--- src/rtl/lm32_ram_fifo.sv ---
// Single-clock FIFO over a D-entry RAM with registered read address.
// Head word is visible combinationally from the read address register.
module lm32_ram_fifo #(
    parameter int data_width = 32,
    parameter int addr_width = 4,
    parameter int af_level   = (1 << addr_width) - 2
) (
    input  logic                  clk_i,
    input  logic                  rst_i,
    input  logic                  flush_i,
    input  logic                  in_valid_i,
    input  logic [data_width-1:0] in_data_i,
    output logic                  in_ready_o,
    output logic                  out_valid_o,
    output logic [data_width-1:0] out_data_o,
    input  logic                  out_ready_i,
    output logic [addr_width:0]   level_o,
    output logic                  almost_full_o
);

    localparam int D = 1 << addr_width;
    localparam logic [addr_width:0]   LVL_FULL = (addr_width + 1)'(D);
    localparam logic [addr_width:0]   LVL_AF   = (addr_width + 1)'(af_level);
    localparam logic [addr_width:0]   LVL_ONE  = (addr_width + 1)'(1);
    localparam logic [addr_width-1:0] PTR_ONE  = addr_width'(1);

    logic [data_width-1:0] mem_q [D];

    logic [addr_width-1:0] wptr_q, wptr_d;
    logic [addr_width-1:0] rptr_q, rptr_d;
    logic [addr_width-1:0] raddr_q, raddr_d;
    logic [addr_width:0]   level_q, level_d;
    logic                  out_valid_q, out_valid_d;
    logic                  af_q, af_d;
    logic                  push, pop;

    assign in_ready_o = (level_q != LVL_FULL) & ~flush_i;
    assign push       = in_valid_i & in_ready_o;
    assign pop        = out_valid_q & out_ready_i & ~flush_i;

    always_comb begin
        wptr_d      = wptr_q;
        rptr_d      = rptr_q;
        level_d     = level_q;
        if (flush_i) begin
            wptr_d  = '0;
            rptr_d  = '0;
            level_d = '0;
        end else begin
            if (push) wptr_d = wptr_q + PTR_ONE;
            if (pop)  rptr_d = rptr_q + PTR_ONE;
            if (push && !pop)      level_d = level_q + LVL_ONE;
            else if (pop && !push) level_d = level_q - LVL_ONE;
        end
        // Read address tracks next-cycle rptr so the head is ready with no bubble
        raddr_d     = rptr_d;
        out_valid_d = (level_d != '0);
        af_d        = (level_d >= LVL_AF);
    end

    always_ff @(posedge clk_i) begin
        if (rst_i) begin
            wptr_q      <= '0;
            rptr_q      <= '0;
            raddr_q     <= '0;
            level_q     <= '0;
            out_valid_q <= 1'b0;
            af_q        <= 1'b0;
        end else begin
            wptr_q      <= wptr_d;
            rptr_q      <= rptr_d;
            raddr_q     <= raddr_d;
            level_q     <= level_d;
            out_valid_q <= out_valid_d;
            af_q        <= af_d;
        end
    end

    // Storage is not reset or cleared by flush
    always_ff @(posedge clk_i) begin
        if (push && !rst_i) mem_q[wptr_q] <= in_data_i;
    end

    assign out_data_o    = mem_q[raddr_q];
    assign out_valid_o   = out_valid_q;
    assign level_o       = level_q;
    assign almost_full_o = af_q;

endmodule

--- config.mk ---
export PLATFORM = sky130hd
export DESIGN_NAME = lm32_ram_fifo
export DESIGN_NICKNAME = d
export VERILOG_FILES = /design/src/rtl/lm32_ram_fifo.sv
export SDC_FILE = /design/constraint.sdc
export NUM_CORES = 1
export LEC_CHECK = 0
export ABC_CLOCK_PERIOD_IN_PS = 8000
export CAP_MARGIN = 10
export CORE_ASPECT_RATIO = 1.25
export CORE_MARGIN = 3
export CORE_UTILIZATION = 35
export DETAILED_ROUTE_END_ITERATION = 6
export DONT_BUFFER_PORTS = 1
export PLACE_DENSITY = 0.49
export SYNTH_ARGS = -nofsm -noshare
export SYNTH_HDL_FRONTEND = slang
export SYNTH_SLANG_ARGS = --single-unit
--- constraint.sdc ---
create_clock -name clk_i -period 8 [get_ports clk_i]
set_input_delay 2 -clock clk_i [delete_from_list [all_inputs] [get_ports clk_i]]
set_output_delay 2 -clock clk_i [all_outputs]
set_load 0.02 [all_outputs]
==> Word-level counts from Yosys, hierarchy flattened <==
Memory sizes are Yosys's and may differ from the RTL's. A register that Yosys moved wholly into a read port is not among the register bits.
Index checks and enable logic that the tools add are counted.
{ "totals": {"regBits": 15, "ramBits": 512, "input_bits": 37, "out_inout_bits": 40, "elab_cells": 32, "n_memories": 1} }
{ "memory_table": {"columns": ["name", "depth", "word_bits", "rd", "rd_ports_with_merged_regs", "write_ports", "line", "source"], "rows": [
  ["mem_q", 16, 32, 1, 1, 1, "27", "logic [data_width-1:0] mem_q [D];"]
]} }
{ "op_classes": {"n_addsub": 4, "magnitude_cmp": 1, "eq_ne": 1, "muxes": 7, "bitwise_logic": 5, "n_reduce_logical": 8} }
{ "ops": {"columns": ["op", "n"], "rows": [
  ["5-bit two-way mux", 3],
  ["4-bit by 1-bit adder with 4-bit output, second input constant", 2],
  ["4-bit two-way mux", 2],
  ["5-bit by 1-bit adder with 5-bit output, second input constant", 1],
  ["5-bit by 4-bit >= comparator with 1-bit output, second input constant", 1],
  ["5-bit inequality test, second input constant", 1],
  ["5-bit nonzero test", 1],
  ["5-bit by 1-bit subtractor with 5-bit output, second input constant", 1],
  ["1-bit AND", 4],
  ["1-bit logical AND", 3],
  ["1-bit zero test", 3],
  ["1-bit two-way mux", 2],
  ["2-bit OR reduction", 1],
  ["1-bit NOT", 1]
]} }

==> Longest topological paths before layout <==
{ "depth": {"depth_word": 9, "depth_mapped": 8, "mapped_depth_nobuf": 7} }

==> Least setup slack after synthesis <==
Ideal clock, no wire load.
{ "synth_timing": {"path_type": "input -> output", "from": "input flush_i", "to": "output in_ready_o", "arrival_time_ps": 2493, "t_required_ps": 6000, "setup_slack_ps": 3507, "stages": 2, "n_path_buf": 1, "path_cell_list": "clkbuf_1 -> nor2_1"} }
{ "synth_via": {"elab_chain_len": 2} }
{ "synth_rtl": {"columns": ["element", "line", "source"], "rows": [
  ["start, declared", "10", "input logic flush_i,"],
  ["1-bit NOT", "37", "assign in_ready_o = (level_q != LVL_FULL) & ~flush_i;"],
  ["1-bit AND", "37", null],
  ["end, declared", "13", "output logic in_ready_o,"]
]} }
Every way passes these cells.

==> flow_summary.yaml <==
timing:
  period_minus_slack_ns: 5.07
  setup_viol: 0
  hold_viol_final: 0
  timing.hold.ws_ns: 0.507
  worst_slack_ns: 2.93
  slew_violations: 0
  tightest_slew_ns: 0.999
  grt_setup_unrepaired: "no"
  relSlewSlack_pct: 33.4
  skew_ns: 0.0149
  tns_ns: 0
  period_share_pct: 63.4
  clock.fmax_ghz: 0.197
critical_path:
  crit_top_cell: "mux4_2"
  critical_path.top_delay_family: "flip-flops"
  worstSetupStartpointType: "register"
  worst_path_max_delay_cell: "dfxtp_4"
  critPathCaptureType: "output pin"
  cp_slowest_stage_delay_ns: 1.00
  crit_type: "reg -> out"
  crit-reg2reg-launch: "level_o[0]"
  required_ns: 6.00
  worstPathArrival_ns: 3.07
  path_max_fanout: 68
  regToRegSetupSlack_ns: 4.27
  crit_chain: "buf_12, mux4_2, mux4_2"
  crit_buf_inv: 1
clock_tree:
  cts_resized: 0
  cts_made_buffers: 54
  path_clk_slew_ns: 0.06
  cts.sinks: 531
  htreeDepth: 2
  cts_tree: "built"
  worstSkewPairLatency_ns: 0.59
  hold_buffers: 0
  cts_buffer_depth: 3
  postCtsSetupBuffers: 0
  cts-root-buf: "clkbuf_16"
pwr:
  p_total_mw: 5.68
  p_leak_nw: 6.81
  powerDensity_mw_per_mm2: 246
  max-vdd-ir-drop_uv: 155
routing:
  wl_per_cell_um: 27.6
  num_vias: 8803
  drt-initial-drc-count: 643
  routed_wirelength_um: 46000
  first_pass_iters: 4
  ant_nets: 0
  drcViolationCount: 0
  vias_per_cell: 5.28
yosys:
  synth_enable_flop_cells: 512
  seq_area_frac_synth_pct: 77.6
  syn-num-nets: 885
  synth_area_leader_cell: "edfxtp_1"
  netlist_instances: 841
  synth.avg_cell_area_um2: 24.1
  synthFlopType: "edfxtp_1"
  synthDistinctLibCells: 41
  syn_area_mm2: 0.0203
  synth.area.top_cells: "edfxtp_1, mux4_2, dfxtp_1"
  async_flop_share_pct: 0
  ys_warn_count: 0
  post-synth-top-count-cell: "edfxtp_1"
  synth_top_cell_area_share_pct: 75.8
  ys_ff_latch: 531
  yosys-top-cells-count: "edfxtp_1, mux4_2, nor2_1, clkbuf_1, dfxtp_1"
cells_and_area:
  syn_to_final_growth_pct: 13.6
  design_area_mm2: 0.0230
  utilization_pct: 40.2
  fill_cells: 4944
  nets: 922
  layout-drive-gt1-share_pct: 30.4
  n_antenna_cell: 0
  fin_cells: 1667
die:
  die_x_um: 221
  ios: 77
  die_h_um: 275
  rows: 98
  die-area_mm2: 0.0609
  floorplan.initialDensity_pct: 35.4
  coreArea_mm2: 0.0573
flow_run:
  drv_cap: 0
global_route:
  antenna_found_initial: 0
  grt-ovfl-total: 0
  grt_max_degree: 95
  grt_pass1_wl_um: 67600
  grt.total_usage_pct: 15.3
  grt_pass1_vias: 9677
placed_design:
  hpwl_um: 22100
  io_buffers: 0
  pre_cts_ws_ns: 3.43
  place_area_mm2: 0.0213
  dp.cells: 1572
  gp_congestion: 0.697
worst_hold_path:
  holdCritStartpoint: "raddr_q[1]"
  hold_path_class: "reg -> reg"
status:
  status: "finished clean"
tightest hold or removal path, delay by kind of cell (launching register included):
kind,cells,cell delay [ns]
compound gates,1,0.07
simple gates,1,0.06
flops,1,0.33
cell type report:
type | count | area (um2) | area share [%]
Timing Repair Buffer | 20 | 175 | 0.760
Tap cell | 750 | 938 | 4.07
Multi-Input combinational cell | 265 | 4410 | 19.1
Inverter | 6 | 22.5 | 0.0977
Clock buffer | 68 | 1430 | 6.18
Sequential cell | 531 | 15800 | 68.4
Clock inverter | 27 | 309 | 1.34
worst paths after layout:
kind	endpoint	cells past startpoint
max	out_data_o[17]	3
min	register	2
max reg2reg	mem_q[9][10]	7
min reg2reg	register	2
per-layer routing:
metal	part of all wire (%)	vias up	global-route usage, %
met5	0	-	0
met4	1.7	0	3.56
met1	41	4871	19.9
met2	51	207	26.2
li1	-	3662	-
met3	6.1	63	3.74
power breakdown:
group	internal [mW]	switching, mW
Sequential	3.06	0.00804
Combinational	0.0530	0.0599
Clock	1.48	1.02
flip-flops by register name, indices dropped and copies added (netlist names), named ones only:
signal	flops
almost_full_o	1
level_o	5
mem_q	512
out_valid_o	1
raddr_q	4
wptr_q	4
cells by family (layout without fill, tap and decap cells):
| group | after synthesis | count (layout) | synth area share [%] |
|---|---|---|---|
| fa+ha+maj | 7 | 7 | 0.432 |
| mux | 169 | 169 | 18.3 |
| compound gates | 11 | 11 | 0.419 |
| simple gates | 69 | 69 | 1.71 |
| xor+xnor | 9 | 9 | 0.388 |
| buf+inv | 45 | 121 | 1.12 |
| flops | 531 | 531 | 77.6 |
cell usage in the layout, fill, tap and decap left out, drive strengths merged, types with 3 or more instances in the layout:
master / Yosys / final
edfxtp: 512 / 512
bufinv: 0 / 7
nor4: 3 / 3
mux4: 160 / 160
clkinv: 0 / 19
dfxtp: 19 / 19
a21oi: 3 / 3
mux2i: 4 / 4
nor2: 34 / 34
buf: 19 / 20
xnor2: 5 / 5
inv: 6 / 7
ha: 7 / 7
clkbuf: 20 / 68
mux2: 5 / 5
xor2: 4 / 4
and3: 4 / 4
nand2: 13 / 13
No activity file was read; power rests on OpenSTA's default activity.
